<file path="src/rtl/i2c_sched_pkg.sv">
// rtl/i2c_sched_pkg.sv - shared types and constants for the I2C read scheduler
package i2c_sched_pkg;

  typedef enum logic [1:0] {
    IDLE  = 2'd0,
    ISSUE = 2'd1,
    WAIT  = 2'd2,
    RESP  = 2'd3
  } sched_state_t;

  localparam logic [6:0] WORKER_ADDR = 7'h68;
  localparam int         TMO_W       = 16;

endpackage

</file>
<file path="src/rtl/rr_arbiter.sv">
// rtl/rr_arbiter.sv - combinational round-robin arbiter, first requester at or after ptr
module rr_arbiter #(
  parameter int W  = 3,
  parameter int PW = 2
) (
  input  logic [W-1:0]  req,
  input  logic [PW-1:0] ptr,
  output logic [W-1:0]  grant,
  output logic [PW-1:0] grant_idx,
  output logic          any
);

  logic [PW-1:0] hi_idx;
  logic [PW-1:0] lo_idx;
  logic          hi_found;

  // Descending scan leaves the lowest match in each candidate; the upper half wins over wrap-around.
  always_comb begin
    hi_idx   = '0;
    lo_idx   = '0;
    hi_found = 1'b0;
    for (int i = W - 1; i >= 0; i--) begin
      if (req[i] && (PW'(i) >= ptr)) begin
        hi_idx   = PW'(i);
        hi_found = 1'b1;
      end
      if (req[i]) begin
        lo_idx = PW'(i);
      end
    end
  end

  assign any       = |req;
  assign grant_idx = hi_found ? hi_idx : lo_idx;

  always_comb begin
    grant = '0;
    for (int i = 0; i < W; i++) begin
      grant[i] = any && (PW'(i) == grant_idx);
    end
  end

endmodule

</file>
<file path="src/rtl/i2c_read_scheduler.sv">
// rtl/i2c_read_scheduler.sv - round-robin sharing of one I2C register-read engine between N clients
// Optional auto-poll requester (extra arbiter slot N) enabled by I2C_SCHED_POLL_EN.
module i2c_read_scheduler #(
  parameter int          N       = 3,
  parameter logic [15:0] TIMEOUT = 16'd2000
`ifdef I2C_SCHED_POLL_EN
  ,
  parameter logic [7:0]  POLL_BASE   = 8'h3B,
  parameter logic [3:0]  POLL_LEN    = 4'd6,
  parameter logic [19:0] POLL_PERIOD = 20'd100000
`endif
) (
  input  logic           clock,
  input  logic           reset,
  input  logic [N-1:0]   req,
  input  logic [8*N-1:0] req_addr,
  output logic [N-1:0]   rsp_valid,
  output logic [7:0]     rsp_data,
  output logic           rsp_err,
  output logic           busy,
  output logic [7:0]     i2c_addr,
  output logic           i2c_start,
  input  logic [7:0]     i2c_data,
  input  logic           i2c_done,
  output logic           poll_valid,
  output logic [7:0]     poll_addr,
  output logic [7:0]     poll_data
);

  import i2c_sched_pkg::*;

`ifdef I2C_SCHED_POLL_EN
  localparam int W = N + 1;
`else
  localparam int W = N;
`endif
  localparam int PW = (W > 1) ? $clog2(W) : 1;

  sched_state_t     state, state_next;
  logic [PW-1:0]    ptr;
  logic [PW-1:0]    grant_idx;
  logic [W-1:0]     grant_oh;
  logic [W-1:0]     arb_req;
  logic [W-1:0]     arb_grant;
  logic [PW-1:0]    arb_idx;
  logic             arb_any;
  logic [7:0]       arb_addr;
  logic [TMO_W-1:0] cnt;
  logic [TMO_W-1:0] cnt_inc;
  logic [7:0]       data_q;
  logic             err_q;
  logic             expired;

  rr_arbiter #(
    .W  (W),
    .PW (PW)
  ) u_arb (
    .req       (arb_req),
    .ptr       (ptr),
    .grant     (arb_grant),
    .grant_idx (arb_idx),
    .any       (arb_any)
  );

  assign cnt_inc = cnt + 16'd1;
  assign expired = (cnt_inc == TIMEOUT);

  always_ff @(posedge clock or posedge reset) begin
    if (reset) begin
      state <= IDLE;
    end else begin
      state <= state_next;
    end
  end

  always_comb begin
    state_next = state;
    case (state)
      IDLE:    if (arb_any) state_next = ISSUE;
      ISSUE:   state_next = WAIT;
      WAIT:    if (i2c_done || expired) state_next = RESP;
      RESP:    state_next = IDLE;
      default: state_next = IDLE;
    endcase
  end

`ifdef I2C_SCHED_POLL_EN
  logic [19:0] poll_timer;
  logic        poll_active;
  logic [3:0]  poll_idx;
  logic        poll_tick;

  assign poll_tick = (poll_timer == POLL_PERIOD - 20'd1);
  assign arb_req   = {poll_active, req};

  // A tick arriving while a burst is still pending is dropped; the timer never stalls.
  always_ff @(posedge clock or posedge reset) begin
    if (reset) begin
      poll_timer  <= 20'd0;
      poll_active <= 1'b0;
      poll_idx    <= 4'd0;
    end else begin
      poll_timer <= poll_tick ? 20'd0 : poll_timer + 20'd1;
      if ((state == RESP) && grant_oh[N]) begin
        poll_idx <= poll_idx + 4'd1;
        if (poll_idx == POLL_LEN - 4'd1) begin
          poll_active <= 1'b0;
          poll_idx    <= 4'd0;
        end
      end else if (poll_tick && !poll_active) begin
        poll_active <= 1'b1;
        poll_idx    <= 4'd0;
      end
    end
  end

  always_comb begin
    arb_addr = 8'h00;
    for (int i = 0; i < N; i++) begin
      if (arb_grant[i]) arb_addr = req_addr[8*i +: 8];
    end
    if (arb_grant[N]) arb_addr = POLL_BASE + {4'd0, poll_idx};
  end

  assign poll_valid = (state == RESP) && grant_oh[N] && !err_q;
  assign poll_addr  = poll_valid ? i2c_addr : 8'h00;
  assign poll_data  = poll_valid ? data_q : 8'h00;
`else
  assign arb_req = req;

  always_comb begin
    arb_addr = 8'h00;
    for (int i = 0; i < N; i++) begin
      if (arb_grant[i]) arb_addr = req_addr[8*i +: 8];
    end
  end

  assign poll_valid = 1'b0;
  assign poll_addr  = 8'h00;
  assign poll_data  = 8'h00;
`endif

  // Grant and address are frozen at the IDLE decision so a dropped req cannot disturb the transfer.
  always_ff @(posedge clock or posedge reset) begin
    if (reset) begin
      ptr       <= '0;
      grant_idx <= '0;
      grant_oh  <= '0;
      i2c_addr  <= 8'h00;
      cnt       <= '0;
      data_q    <= 8'h00;
      err_q     <= 1'b0;
    end else begin
      case (state)
        IDLE: begin
          if (arb_any) begin
            grant_idx <= arb_idx;
            grant_oh  <= arb_grant;
            i2c_addr  <= arb_addr;
          end
        end
        ISSUE: cnt <= '0;
        WAIT: begin
          cnt <= cnt_inc;
          if (i2c_done) begin
            data_q <= i2c_data;
            err_q  <= 1'b0;
          end else if (expired) begin
            data_q <= 8'h00;
            err_q  <= 1'b1;
          end
        end
        RESP: ptr <= (grant_idx == PW'(W - 1)) ? '0 : grant_idx + 1'b1;
        default: ;
      endcase
    end
  end

  assign busy      = (state != IDLE);
  assign i2c_start = (state == ISSUE);
  assign rsp_valid = (state == RESP) ? grant_oh[N-1:0] : '0;
  assign rsp_data  = (state == RESP) ? data_q : 8'h00;
  assign rsp_err   = (state == RESP) && err_q;

endmodule

</file>
<file path="config.mk">
export PLATFORM = sky130hd
export DESIGN_NAME = i2c_read_scheduler
export DESIGN_NICKNAME = d
export VERILOG_FILES = /design/src/rtl/i2c_sched_pkg.sv /design/src/rtl/rr_arbiter.sv /design/src/rtl/i2c_read_scheduler.sv
export SDC_FILE = /design/constraint.sdc
export NUM_CORES = 1
export LEC_CHECK = 0
export BUFFER_PORTS_ARGS = -buffer_cell sky130_fd_sc_hd__buf_2
export CAP_MARGIN = 15
export CORE_MARGIN = 2
export CORE_UTILIZATION = 56
export DETAILED_ROUTE_END_ITERATION = 7
export PLACE_DENSITY = 0.91
export SKIP_LAST_GASP = 1
export SLEW_MARGIN = 20
export SYNTH_ARGS = -nofsm -noshare
export SYNTH_HDL_FRONTEND = slang
export SYNTH_HIERARCHICAL = 1
export SYNTH_SLANG_ARGS = --single-unit
</file>
<file path="constraint.sdc">
create_clock -name clock -period 3.8 [get_ports clock]
set_clock_uncertainty 0.15 [all_clocks]
set_input_delay 0.76 -clock clock [delete_from_list [all_inputs] [get_ports clock]]
set_output_delay 0.76 -clock clock [all_outputs]
set_load 0.01 [all_outputs]
</file>
==> out/qor.log <==
qor: outcome.run_status finished, final reports clean
qor: detailed_routing.post_drt_via_cell_ratio 5.72
qor: min_path.min-delay-path-class register to register
qor: final_layout.multiInputGateArea 1320 µm²
qor: timing.rsz0062_at_grt no
qor: clock_network.cts_setup_buffers 0
qor: pwr.worst_ir_drop_vdd 0.352 mV
qor: detailed_routing.finalWirelength 5740 µm
qor: critical_path.critPathMaxFanout 9
qor: critical_path.class_of_the_most_critical_setup_path register to register
qor: synth.ys_ff_latch 42
qor: grt.global_route.usage.total 23.4%
qor: synth.area_leader_netlist sky130_fd_sc_hd__dfrtp_1
qor: final_layout.ff_latch_area 1050 µm²
qor: floorplan.initial_core_util 58.6%
qor: grt.grt_antenna_before_repair 0
qor: synth.netlist_top_cells_count sky130_fd_sc_hd__dfrtp_1 (42), sky130_fd_sc_hd__nand2_1 (32), sky130_fd_sc_hd__o21ai_0 (24), sky130_fd_sc_hd__buf_4 (18), sky130_fd_sc_hd__nor2_1 (15)
qor: clock_network.path_clk_slew 90 ps
qor: final_layout.stdcell_count 384
qor: pwr.leakage 0.00138 µW
qor: timing.final-setup-viol-count 0
qor: synth.ys_async_sr_fraction 100%
qor: synth.yosys_warnings 6
qor: synth.post_synth_instance_area 2580 µm²
qor: clock_network.cts_buffers 5
qor: synth.syn_area_per_cell 9.10 µm²
qor: clock_network.root_cell_of_the_clock_tree sky130_fd_sc_hd__clkbuf_8
qor: final_layout.drive_gt1_share 24.7%
qor: floorplan.floorplan.io_pins 77
qor: synth.synthDistinctLibCells 48
qor: clock_network.clkLatencyLatePin 300 ps
qor: synth.netlist_top_cells_area sky130_fd_sc_hd__dfrtp_1 (41%), sky130_fd_sc_hd__buf_4 (5.2%), sky130_fd_sc_hd__o21ai_0 (4.6%)
qor: detailed_routing.drt-pass1-iter-count 4
qor: grt.first_global_vias 2112
qor: clock_network.tritoncts_clock_tree built
qor: grt.gr-total-overflow 0
qor: grt.grt_pass1_wl 9490 µm
qor: floorplan.dieWidth 71.9 µm
qor: floorplan.floorplan.die.height 71.9 µm
qor: clock_network.numClockSinks 42
qor: timing.period_needed 2550 ps
qor: critical_path.cp_data_required_time 3840 ps
qor: placement.place.detailed.instances 376
qor: floorplan.core.rowCount 24
qor: clock_network.clock_tree.htree_level_count 2
qor: placement.port_buffers 59
qor: grt.grt_start_max_net_pins 43
qor: timing.slew_violations 0
qor: detailed_routing.detail_route.iter0.violations 81
qor: timing.max_clock_freq 392 MHz
qor: placement.placement.cell_area 2800 µm²
qor: final_layout.areaGrowthSynthToFinish 11.7%
qor: floorplan.die_outline_area 5180 µm²
qor: synth.synth_top_area_share 40.7%
qor: timing.tightest_slew 621 ps
qor: detailed_routing.drtAntennaViolNets 0
qor: detailed_routing.drc 0
qor: synth.synth_sequential_area_ratio 40.7%
qor: synth.ys_dominant_reg_cell sky130_fd_sc_hd__dfrtp_1
qor: synth.synth_edf_count 0
qor: placement.detailed_place_hpwl 4160 µm
qor: critical_path.crit_chain ha_1, nand4_1, nor3_1, a31oi_1, a2111oi_4, o21ai_2, a22o_1
qor: detailed_routing.post_drt_wl_per_cell 15.0 µm
qor: run.max_cap_violations 0
qor: critical_path.cp_data_arrival_time 2600 ps
qor: clock_network.post_cts_resized 0
qor: placement.finalWeightedCongestion 0.878
qor: pwr.pwr_cell_area 604 nW/µm²
qor: timing.final_hold_viol_count 0
qor: detailed_routing.via_total_after_detailed_routing 2198
qor: critical_path.end_kind register
qor: clock_network.cts.path.max_buffers 2
qor: timing.relSlewSlack 58.5%
qor: timing.share_of_the_clock_period_used_by_the_worst_path 67.2%
qor: clock_network.cts_hold_repair.buffers 0
qor: final_layout.fin_area 2890 µm²
qor: floorplan.placeableCoreArea 4410 µm²
qor: synth.synthMostInstantiatedCell sky130_fd_sc_hd__dfrtp_1
qor: final_layout.n_antenna_cell 0
qor: synth.synthesized_netlist_cell_count 284
qor: final_layout.fillers 362
qor: critical_path.worst_setup_path_start_kind register
qor: critical_path.cpPeakStageDelay 450 ps
qor: timing.finalSetupTns 0 ps
qor: critical_path.critPathSlowestCell sky130_fd_sc_hd__dfrtp_1
qor: final_layout.final_net_count 376
kinds of logic (layout without fill, tap and decap cells):
kind of cell | count (synthesis) | in the layout | share of synthesized area [%]
other | 1 | 17 | 0.145
and+or+nand+nor | 97 | 97 | 19.8
xor gates and xnor gates | 3 | 3 | 1.02
muxes | 9 | 9 | 3.78
adders and majority gates | 7 | 7 | 3.39
buffers and inverters | 49 | 81 | 10.6
DFF | 42 | 42 | 40.7
AOI/OAI and AO/OA | 76 | 76 | 20.6
cells in the final DEF (no fill, tap or decap), types with 2 or more instances in the layout:
cell type	count
sky130_fd_sc_hd__mux2_2	6
sky130_fd_sc_hd__conb_1	17
sky130_fd_sc_hd__a221oi_1	2
sky130_fd_sc_hd__nand4b_1	2
sky130_fd_sc_hd__nor3_1	2
sky130_fd_sc_hd__inv_1	11
sky130_fd_sc_hd__nand2_1	32
sky130_fd_sc_hd__buf_2	59
sky130_fd_sc_hd__and3_1	2
sky130_fd_sc_hd__and4_1	3
sky130_fd_sc_hd__xnor2_1	3
sky130_fd_sc_hd__a21oi_1	12
sky130_fd_sc_hd__nor2_1	15
sky130_fd_sc_hd__and2_1	14
sky130_fd_sc_hd__o21ai_0	24
sky130_fd_sc_hd__nor2b_1	2
sky130_fd_sc_hd__nand3_1	9
sky130_fd_sc_hd__o31a_1	3
sky130_fd_sc_hd__mux2i_1	3
sky130_fd_sc_hd__nand4_1	5
sky130_fd_sc_hd__clkbuf_8	5
sky130_fd_sc_hd__a22oi_1	9
sky130_fd_sc_hd__buf_4	3
sky130_fd_sc_hd__a22o_1	8
sky130_fd_sc_hd__ha_1	7
sky130_fd_sc_hd__dfrtp_1	42
sky130_fd_sc_hd__o41ai_1	5
sky130_fd_sc_hd__o31ai_1	5
sky130_fd_sc_hd__nand2b_1	2
layer usage:
layer,wire length (µm),GRT usage (%)
met5,0,0
met4,72,12.2
met3,337,4.58
met2,3010,40.3
met1,2320,27.8
cell type report:
cell class / count / share of cell area (%)
Timing Repair Buffer: 62 / 11.0
Clock buffer: 5 / 2.38
Multi-Input combinational cell: 209 / 45.8
Tap cell: 52 / 2.25
Clock inverter: 3 / 0.737
Sequential cell: 42 / 36.4
Inverter: 11 / 1.43
through the flow:
step	worst slack, ps	utilization [%]	hold slack, ps	power (µW)
after floorplan	1600	-	304	1240
after global placement	1460	63.4	308	1420
after detailed placement	1350	63.4	315	1460
after CTS	1250	65.4	335	1750
after global routing	1110	65.4	363	1890
final	1250	65.4	330	1740
final timing paths:
kind                                    end  cells past startpoint  slack, ps         from
worst max-delay path              data_q[1]                      7       1250       cnt[0]
worst min-delay path            i2c_addr[4]                      2        330  i2c_addr[4]
worst max register to register    data_q[1]                      7       1250       cnt[0]
worst min register to register  i2c_addr[4]                      2        330  i2c_addr[4]
max in group asynchronous            cnt[6]                      3       2710        reset
min in group asynchronous       i2c_addr[6]                      3        430        reset
power by group:
part           internal [µW]  leakage (µW)  total [µW]  switching [µW]
Sequential               575      0.000551         660            85.3
Clock                    129     0.0000441         289             160
Combinational            312      0.000787         795             483
Total                   1020       0.00138        1740             728
flip-flops by register name (all words and copies together) (netlist names):
signal     count
cnt           16
data_q         8
err_q          1
grant_idx      2
grant_oh       3
i2c_addr       8
ptr            2
state          2
critical path: cells and delay by family, from the launching register on:
kind                       cells  cell delay, ps
AOI/OAI and AO/OA              4            1010
adders and majority gates      1             350
DFF                            1             450
and+or+nand+nor                2             500
Power figures use the tool's default switching activity.
